===== src/rtl/if_id_pipe_reg_pkg.sv =====
// Shared CPU pipeline definitions: default widths, the NOP encoding,
// the pipeline-register control decode and the stall-run counter states.
package if_id_pipe_reg_pkg;

    localparam int unsigned DEF_ADDR_W  = 64;
    localparam int unsigned DEF_INSTR_W = 32;
    localparam logic [31:0] NOP_INSTR   = 32'hD503201F;

    typedef enum logic [1:0] {
        LOAD  = 2'd0,
        HOLD  = 2'd1,
        FLUSH = 2'd2
    } pipe_ctl_t;

    typedef enum logic [1:0] {
        ST_IDLE     = 2'd0,
        ST_COUNTING = 2'd1,
        ST_SAT      = 2'd2
    } cnt_state_t;

    // Flush wins over stall: a taken branch squashes even a stalled slot.
    function automatic pipe_ctl_t decode_ctl(input logic flush, input logic stall);
        pipe_ctl_t ctl;
        if (flush) begin
            ctl = FLUSH;
        end else if (stall) begin
            ctl = HOLD;
        end else begin
            ctl = LOAD;
        end
        return ctl;
    endfunction

endpackage


===== src/rtl/if_id_pipe_reg_en_dff.sv =====
// Single-bit enable flip-flop: 2:1 hold/load mux feeding a D flop with
// asynchronous active-high reset to a parameterised value.
module en_dff #(
    parameter logic RST_VAL = 1'b0
) (
    input  logic clk,
    input  logic reset,
    input  logic en,
    input  logic d,
    output logic q
);

    logic q_d;
    logic q_q;

    // Select new data when enabled, otherwise recirculate the stored bit.
    always_comb begin
        q_d = q_q;
        if (en) begin
            q_d = d;
        end else begin
            q_d = q_q;
        end
    end

    // Storage flop with asynchronous reset.
    always_ff @(posedge clk or posedge reset) begin
        if (reset) begin
            q_q <= RST_VAL;
        end else begin
            q_q <= q_d;
        end
    end

    assign q = q_q;

endmodule


===== src/rtl/if_id_pipe_reg.sv =====
// IF/ID pipeline register: captures fetched PC/instruction, holds on stall,
// inserts a NOP bubble on flush, and counts consecutive stall cycles.
module if_id_pipe_reg #(
    parameter int unsigned ADDR_W  = if_id_pipe_reg_pkg::DEF_ADDR_W,
    parameter int unsigned INSTR_W = if_id_pipe_reg_pkg::DEF_INSTR_W,
    parameter int unsigned CNT_W   = 4,
    parameter logic [INSTR_W-1:0] NOP_INSTR = if_id_pipe_reg_pkg::NOP_INSTR
) (
    input  logic               clk,
    input  logic               reset,
    input  logic               stall,
    input  logic               flush,
    input  logic               in_valid,
    input  logic [ADDR_W-1:0]  in_pc,
    input  logic [INSTR_W-1:0] in_instr,
    output logic               out_valid,
    output logic [ADDR_W-1:0]  out_pc,
    output logic [INSTR_W-1:0] out_instr,
    output logic [CNT_W-1:0]   stall_run,
    output logic               stall_sat
);

    import if_id_pipe_reg_pkg::*;

    localparam logic [CNT_W-1:0] CNT_MAX = {CNT_W{1'b1}};

    pipe_ctl_t          ctl_s;
    logic               pc_en_s;
    logic               slot_en_s;
    logic               valid_nxt_s;
    logic [INSTR_W-1:0] instr_nxt_s;

    // Decode control once, then form the flush-forcing mux level ahead of
    // the enable flops. PC only loads on LOAD; instruction/valid also
    // update on FLUSH so the bubble is written in.
    always_comb begin
        ctl_s       = decode_ctl(flush, stall);
        pc_en_s     = 1'b0;
        slot_en_s   = 1'b0;
        valid_nxt_s = 1'b0;
        instr_nxt_s = NOP_INSTR;
        case (ctl_s)
            LOAD: begin
                pc_en_s     = 1'b1;
                slot_en_s   = 1'b1;
                valid_nxt_s = in_valid;
                if (in_valid) begin
                    instr_nxt_s = in_instr;
                end else begin
                    instr_nxt_s = NOP_INSTR;
                end
            end
            HOLD: begin
                pc_en_s   = 1'b0;
                slot_en_s = 1'b0;
            end
            FLUSH: begin
                pc_en_s     = 1'b0;
                slot_en_s   = 1'b1;
                valid_nxt_s = 1'b0;
                instr_nxt_s = NOP_INSTR;
            end
            default: begin
                pc_en_s   = 1'b0;
                slot_en_s = 1'b0;
            end
        endcase
    end

    genvar gi;
    generate
        for (gi = 0; gi < ADDR_W; gi++) begin : g_pc
            en_dff #(.RST_VAL(1'b0)) u_pc_bit (
                .clk   (clk),
                .reset (reset),
                .en    (pc_en_s),
                .d     (in_pc[gi]),
                .q     (out_pc[gi])
            );
        end
        for (gi = 0; gi < INSTR_W; gi++) begin : g_instr
            en_dff #(.RST_VAL(NOP_INSTR[gi])) u_instr_bit (
                .clk   (clk),
                .reset (reset),
                .en    (slot_en_s),
                .d     (instr_nxt_s[gi]),
                .q     (out_instr[gi])
            );
        end
    endgenerate

    en_dff #(.RST_VAL(1'b0)) u_valid_bit (
        .clk   (clk),
        .reset (reset),
        .en    (slot_en_s),
        .d     (valid_nxt_s),
        .q     (out_valid)
    );

    cnt_state_t       state_d;
    cnt_state_t       state_q;
    logic [CNT_W-1:0] stall_run_d;
    logic [CNT_W-1:0] stall_run_q;
    logic             stall_sat_d;
    logic             stall_sat_q;

    // Stall-run next state: count while holding, saturate at max, clear otherwise.
    always_comb begin
        state_d     = ST_IDLE;
        stall_run_d = '0;
        stall_sat_d = 1'b0;
        if (ctl_s == HOLD) begin
            case (state_q)
                ST_SAT: begin
                    state_d     = ST_SAT;
                    stall_run_d = CNT_MAX;
                end
                ST_IDLE, ST_COUNTING: begin
                    stall_run_d = stall_run_q + CNT_W'(1);
                    if (stall_run_d == CNT_MAX) begin
                        state_d = ST_SAT;
                    end else begin
                        state_d = ST_COUNTING;
                    end
                end
                default: begin
                    state_d     = ST_IDLE;
                    stall_run_d = '0;
                end
            endcase
        end else begin
            state_d     = ST_IDLE;
            stall_run_d = '0;
        end
        stall_sat_d = (stall_run_d == CNT_MAX);
    end

    // Stall-run state and its registered outputs.
    always_ff @(posedge clk or posedge reset) begin
        if (reset) begin
            state_q     <= ST_IDLE;
            stall_run_q <= '0;
            stall_sat_q <= 1'b0;
        end else begin
            state_q     <= state_d;
            stall_run_q <= stall_run_d;
            stall_sat_q <= stall_sat_d;
        end
    end

    assign stall_run = stall_run_q;
    assign stall_sat = stall_sat_q;

endmodule


===== config.mk =====
export PLATFORM = sky130hd
export DESIGN_NAME = if_id_pipe_reg
export DESIGN_NICKNAME = d
export VERILOG_FILES = /design/src/rtl/if_id_pipe_reg_pkg.sv /design/src/rtl/if_id_pipe_reg_en_dff.sv /design/src/rtl/if_id_pipe_reg.sv
export SDC_FILE = /design/constraint.sdc
export NUM_CORES = 1
export LEC_CHECK = 0
export CELL_PAD_IN_SITES_DETAIL_PLACEMENT = 1
export CELL_PAD_IN_SITES_GLOBAL_PLACEMENT = 1
export CORE_MARGIN = 2
export CORE_UTILIZATION = 36
export DETAILED_ROUTE_END_ITERATION = 8
export HOLD_SLACK_MARGIN = 0.03
export PLACE_DENSITY_LB_ADDON = 0.1
export SLEW_MARGIN = 0
export SYNTH_ARGS = -nofsm -noshare
export SYNTH_HDL_FRONTEND = slang
export SYNTH_SLANG_ARGS = --single-unit

===== constraint.sdc =====
create_clock -name clk -period 9.03 [get_ports clk]
set_input_delay 1.806 -clock clk [delete_from_list [all_inputs] [get_ports clk]]
set_output_delay 1.806 -clock clk [all_outputs]
set_load 0.02 [all_outputs]

Word-level counts from Yosys, hierarchy flattened. Cells that the tools add are included.

Bits in registers: 104. Input bits: 101.

Muxes and demuxes: 12. Reductions and logical operators: 4. Equal/unequal tests: 6. Add/sub/neg operators: 1.

Operators by type and width (number): two-way mux 32 bit (2); == test 4 bit, second input constant (2); one-hot mux 4 bit (2 select lines) (1); two-way mux 2 bit (3); adder 4 x 1 -> 4 bit, second input constant (1); == test 2 x 1 -> 1 bit, second input constant (2); == test 2 bit, second input constant (2); logical NOT 2 bit (2); two-way mux 1 bit (4); two-way mux 4 bit (1); one-hot mux 2 bit (2 select lines) (1); OR reduction 2 bit (2).

Depth between registers and ports, before layout. Gate-level depths: netlist (run 1).

Depth in word-level cells: 5. Depth in mapped cells: 5. Depth with buffers taken out: 5.

Modules after synthesis. From an unflattened synthesis (run 1), not the netlist that was laid out.

Cell total of the unflattened synthesis: 364. Area, all modules: 4855.9 µm².

By module, submodules not included: en_dff at g_instr[10].u_instr_bit ... (cells each 3, instances 84, seq. area each 25.0 µm², area each 43.8 µm²); if_id_pipe_reg (cells each 73, instances 1, seq. area each 175.2 µm², area each 591.8 µm²); en_dff at g_instr[0].u_instr_bit ... (cells each 3, instances 13, seq. area each 26.3 µm², area each 45.0 µm²).

Worst setup path after synthesis (run 1). OpenSTA, ideal clock, no wires.

Path type: in2reg. Start: in flush. End: reg g_pc[0].u_pc_bit.q_q. Library setup time: 0.125 ns. Buffers on the path: 2. Arrival: 2.574 ns. Slack: 6.330 ns. Stages on the path: 4. Required time: 8.905 ns. Path through: nor2_2 buf_6 buf_12 mux2_4.

Word-level cells in the longest chain between the ends: 3.

RTL lines: start, declared (line if_id_pipe_reg.sv:12) `input logic flush,`; two-way mux 2 bit (line if_id_pipe_reg_pkg.sv:24) `if (flush) begin`; logical NOT 2 bit (line if_id_pipe_reg.sv:42) `case (ctl_s)`; two-way mux 1 bit (line if_id_pipe_reg.sv:42); end signal, assigned (line if_id_pipe_reg_en_dff.sv:31) `q_q <= q_d;`; end, declared (line if_id_pipe_reg_en_dff.sv:14) `logic q_q;`.

Every way passes these cells. A chain may end at the register's enable or synchronous reset.

Final worst setup path (run 1).
Start: in flush. End: reg g_instr[9].u_instr_bit.q_q.

Word-level cells in the longest chain between the ends: 4. Elaborated cells between the ends (all ways): 6. Those cells by class: eq/ne: 1; mux: 3; reduce/logical: 2.

RTL lines (line): two-way mux 2 bit (*) (if_id_pipe_reg_pkg.sv:24); == test 2 bit or logical NOT 2 bit (tied branches) (if_id_pipe_reg.sv:42); OR reduction 2 bit (no source line); two-way mux 1 bit (if_id_pipe_reg.sv:42); end signal, assigned (if_id_pipe_reg_en_dff.sv:31); end, declared (if_id_pipe_reg_en_dff.sv:14).

Mark *: on every way between the ends. The rest lies on a longest branch, timed or not.

==> run metrics, run 1 <==
Worst path max stage delay=roughly 0.84 ns; Core Rows=42; sequential cell fraction of total power=0.442; CP delay by family, top=buffers and inverters; r2r startpoint=stall_run[0]; Tcrit/Tclk final=0.454; Clk pwr share=0.305; clock root cell=clkbuf_16; Clock Sinks=104; critical path peak fanout=60; skew final=0.00380 ns; CP startpoint=flush; RSZ-0062 raised after global routing=false; CTS tree=built; Worst-path clk slew=about 0.070 ns; vias in the first global route=about 3200; pin count of the biggest net entering global routing=61; Max Cap Violations=0; most frequent cells in the layout=clkdlybuf4s50_1 (202), dfrtp_1 (91), mux2_4 (60), a22o_1 (19); Final ANT Viol Nets=0; Post-DP HPWL=7.92 mm; initial core utilization=0.370; Unique masters post-synth=28; Nets=approximately 550; Slew Limit Headroom=0.271; Bufs on Longest Clock Path=2; Worst Hold Class=reg -> reg; Post-Route WL=between 10 and 15 mm; critical path arrival=between 4 and 5 ns; post-detailed-route via-to-cell ratio=approximately 4.6; crit start category=primary input; global-route wire length before repair=17.5 mm; hold_buf cts=0; # port buffers=approximately 200; core footprint=0.0133 mm^2; Pwr Density=between 150 and 200 mW/mm^2; share of layout cells above drive strength 1=0.218; outcome=finished, final reports clean; global route overflow=0; synthesized flop and latch total=104; leading cell type in the layout, fill and taps excluded=clkdlybuf4s50_1; TNS Setup=0 ns; Layout area overhead=33.6%; Max H-tree Level=3; Peak VDD IR=between 0.07 and 0.08 mV; clk_lat worst skew=roughly 0.34 ns; sequential area share after synthesis=0.530; highest clock rate=244 MHz; final critical-path required period=~4 ns; sw frac=0.262; Syn. warnings=0; antenna violations before repair=0; syn_area_per_cell=about 14 um^2; switching pwr=322 uW; Mapped Area=~0.0049 mm^2; Num CTS Buffers=9; diode count=0; die area=roughly 0.015 mm^2; cts repair resizes=0; Slew Viols, Final=0; Setup CP Type=in -> reg; Cell Int Power=around 900 uW; worst-path cell chain=clkdlybuf4s50_1, nor2_4, buf_4, and2_1, a22o_1; CP bufs+invs=2; Die H=~120 um; net count after synthesis=around 450; Hold Vio Cnt, Final=0; Vias=2912; logic gate share of total power=0.252; IO Pins=between 200 and 250; # Post-CTS Setup Buffers=0; DRC Markers=0; leak pwr=0.00281 uW; CP max stage cell=buf_4; Final Setup Violations=0; Worst setup EP type=register; WL per Instance=17.5 um; Die X=roughly 120 um; HP Start=g_pc[61].u_pc_bit.q; routability cong.=0.786; final core utilization=0.494; Placement Cell Area=approximately 0.0063 mm^2; drt pass-1 iters=4; Total Routing Usage GR=0.156; Syn Inst Count=approximately 340; fin area=around 0.0066 mm^2; Worst Path Required=between 9 and 10 ns; worst-margin pin slew=roughly 1.1 ns; Initial DRC Count=between 100 and 150
## registers in the layout, summed over array words and instances, names as in the netlist
register and flops:
u_valid_bit.q 1, stall_run 4, g_instr.u_instr_bit.q 32, g_pc.u_pc_bit.q 64
stall_sat 1, state_q 2
## layer usage
| layer | vias to the layer above | part of all wire | wire length [um] | GRT usage |
|---|---|---|---|---|
| li1 | 1295 | - | - | - |
| met1 | 1477 | 0.43 | 4800 | 0.208 |
| met2 | 132 | 0.46 | 5130 | 0.230 |
| met3 | 8 | 0.088 | 977 | 0.0714 |
| met4 | 0 | 0.013 | 141 | 0.0409 |
| met5 | - | 0 | 0 | 0 |
## cells in the mapped netlist, drive strengths merged
library cell | number | area share
a21oi | 3 | 0.0030
a22o | 19 | 0.034
a31o | 1 | 0.0018
a31oi | 1 | 0.0013
and2 | 2 | 0.0025
and2b | 1 | 0.0015
and3 | 1 | 0.0013
buf | 109 | 0.18
dfrtp | 91 | 0.46
dfstp | 13 | 0.069
ha | 2 | 0.0051
inv | 3 | 0.0023
mux2 | 64 | 0.19
nand2 | 5 | 0.0043
nand2b | 3 | 0.0038
nand4 | 1 | 0.0013
nand4b | 1 | 0.0018
nor2 | 6 | 0.0051
nor4 | 2 | 0.0025
o211ai | 1 | 0.0015
o21ai | 1 | 0.0010
o22a | 13 | 0.023
## through the flow
step	total power [uW]	hold slack, ns	setup WS (ns)	std cells
after floorplan	775	0.474	4.51	343
after global placement	862	0.462	4.51	614
after detailed placement	866	0.492	4.45	614
after CTS	1250	0.511	4.83	630
after global routing	1300	0.527	4.73	630
final	1230	0.504	4.93	630
## worst register-to-register path, delay by kind of cell, from the launching register on
family / cells / cell delay [ns]
simple gates: 3 / 0.58
flops: 1 / 0.47
fa+ha+maj: 1 / 0.25
## power groups by stage
stage,clock network (uW),logic (uW),registers (uW)
after floorplan,0,230,545
after global placement,0,311,551
after detailed placement,0,313,553
after CTS,394,315,545
after global routing,416,329,551
final,376,311,544
## cell type report
| class | count | area (um^2) |
|---|---|---|
| fill | 1370 | 6750 |
| sequential | 104 | 2620 |
| timing repair buffer | 204 | 2040 |
| multi-input combinational | 127 | 1420 |
| clock buffer | 12 | 267 |
| tap | 176 | 220 |
| clock inverter | 4 | 26.3 |
| inverter | 3 | 13.8 |
## cells by family (layout without fill, tap and decap cells)
kind of cell,Yosys count,in the layout,synth area share
buf+inv,112,223,0.184
compound gates,39,39,0.0653
fa+ha+maj,2,2,0.00507
flops,104,104,0.530
mux,64,64,0.191
simple gates,22,22,0.0241
## worst paths after layout
path	slack, ns	depth (start not counted)	to
setup / recovery	4.93	5	g_instr[9].u_instr_bit.q
max in group asynchronous	5.94	3	g_pc[16].u_pc_bit.q
setup reg to reg	7.63	4	stall_sat
hold / removal	0.50	1	g_pc[61].u_pc_bit.q
min in group asynchronous	1.89	2	g_pc[33].u_pc_bit.q
hold reg to reg	0.50	1	g_pc[61].u_pc_bit.q
(Power assumes the default switching activity.)
==> run 2: changes to the inputs <==
CORE_UTILIZATION = 34   (was 36)
clock period = 3.8 ns   (was 9.03 ns; I/O delays follow)
==> run metrics, run 2 (synthesis gave the netlist of run 1 again) <==
drt pass-1 iters=4; Largest register FFs=64; r2r endpoint=stall_sat; RSZ-0062 raised after global routing=false; global route overflow=0; antenna violations before repair=0; Worst-path clk slew=roughly 0.06 ns; DP Worst Slack=around 1.0 ns; leading cell type in the layout, fill and taps excluded=clkdlybuf4s50_1; critical path arrival=2.65 ns; DRC Markers=0; total power=2960 uW; Post-Route WL=between 10 and 15 mm; leak pwr=around 0.0028 uW; diode count=0; final critical-path required period=~2.4 ns; Clock Sinks=around 100; clock root cell=clkbuf_16; Hold Vio Cnt, Final=0; Nets=553; register-to-register setup slack=around 2.4 ns; Bufs on Longest Clock Path=2; critical path peak fanout=19; share of layout cells above drive strength 1=0.218; # port buffers=slightly above 200; Worst Hold Class=reg -> reg; IO Pins=203; Die H=around 120 um; Slew Viols, Final=0; most frequent cells in the layout=clkdlybuf4s50_1 (202), dfrtp_1 (91), mux2_4 (60), a22o_1 (19); Final ANT Viol Nets=0; WL per Instance=between 15 and 20 um; worst-margin pin slew=0.750 ns; Peak VDD IR=between 0.3 and 0.4 mV; Pwr Density=~450 mW/mm^2; hold path depth=2; fin worst setup slack=~1.4 ns; multi-input logic area=0.00142 mm^2; Die X=125 um; hold_buf cts=0; outcome=finished, final reports clean; vias in the first global route=3259; Slew Limit Headroom=0.500; Vias=roughly 2900; global-route wire length before repair=approximately 18 mm; # Post-CTS Setup Buffers=0; Max H-tree Level=3; Post-DP HPWL=between 7 and 8 mm; Setup CP Type=in -> reg; clk_lat worst skew=0.35 ns; register area=roughly 0.0026 mm^2; highest clock rate=422 MHz; r2r startpoint=stall_run[0]; TNS Setup=0 ns; HP Start=u_valid_bit.q; post-detailed-route via-to-cell ratio=between 4 and 5; Worst setup EP type=register; Worst Path Required=4.08 ns; cts repair resizes=0; crit start category=primary input; skew final=approximately 0.00064 ns; CTS tree=built; Num CTS Buffers=9; core footprint=about 0.014 mm^2; Initial DRC Count=slightly above 80; hold_ws=around 0.51 ns; Layout area overhead=34.6%; Total Routing Usage GR=0.147; Max Cap Violations=0; die area=0.0155 mm^2; Filler cells=around 1500; routability cong.=0.723; Final Setup Violations=0; Tcrit/Tclk final=0.624; pin count of the biggest net entering global routing=a little under 60; Core Rows=44; worst-case reg-to-reg path depth=4; initial core utilization=0.344; worst hold endpoint=u_valid_bit.q
[run 2: cell count changes in the layout (fill, tap and decap cells not counted), sizes merged]
cell      change
bufinv        +1
buf           +1
clkbuf        -2
clkinv        +1
clkinvlp      +1
inv           -1
[run 2: final cells by class]
| cell class | count | share of cell area |
|---|---|---|
| clock inverters | 6 | 0.00885 |
| well taps | 184 | 0.0346 |
| clock buffers | 10 | 0.0359 |
| repair buffers | 205 | 0.311 |
| multi-input cells | 127 | 0.213 |
| inverters | 3 | 0.00207 |
| flip-flops and latches | 104 | 0.394 |
[run 2: report_power, final]
group,switching (uW),internal [uW]
logic,306,435
clock network,406,524
registers,65.9,1230
[run 2: how the worst max path moves through the flow]
stage | from | end | slack, ns | cells past startpoint
final | flush | g_instr[5].u_instr_bit.q | 1.43 | 4
after global routing | flush | g_instr[18].u_instr_bit.q | 1.32 | 4
after CTS | flush | g_instr[5].u_instr_bit.q | 1.43 | 4
after detailed placement | flush | g_instr[29].u_instr_bit.q | 1.05 | 4
after global placement | flush | g_pc[59].u_pc_bit.q | 1.11 | 4
after floorplan | reset | g_instr[10].u_instr_bit.q | 0.33 | 1
[run 2: worst max-delay path, cell delays in order]
cell and delay, ns:
clkdlybuf4s50_1 0.47, nor2_4 0.48, and2_1 0.70, a22o_1 0.24
[run 2: layer usage]
| layer | GRT usage | part of all wire | wire (um) |
|---|---|---|---|
| met5 | 0 | 0 | 0 |
| met4 | 0.0436 | 0.015 | 164 |
| met3 | 0.0730 | 0.087 | 956 |
| met2 | 0.218 | 0.45 | 5020 |
| met1 | 0.188 | 0.44 | 4890 |
[run 2: stage by stage]
step / area [um^2] / instances / utilization
finish: 6650 / 639 / 0.463
global route: 6650 / 639 / 0.463
CTS: 6650 / 639 / 0.463
detailed placement: 6350 / 623 / 0.442
global placement: 6350 / 623 / 0.442
floorplan: 4940 / 343 / -
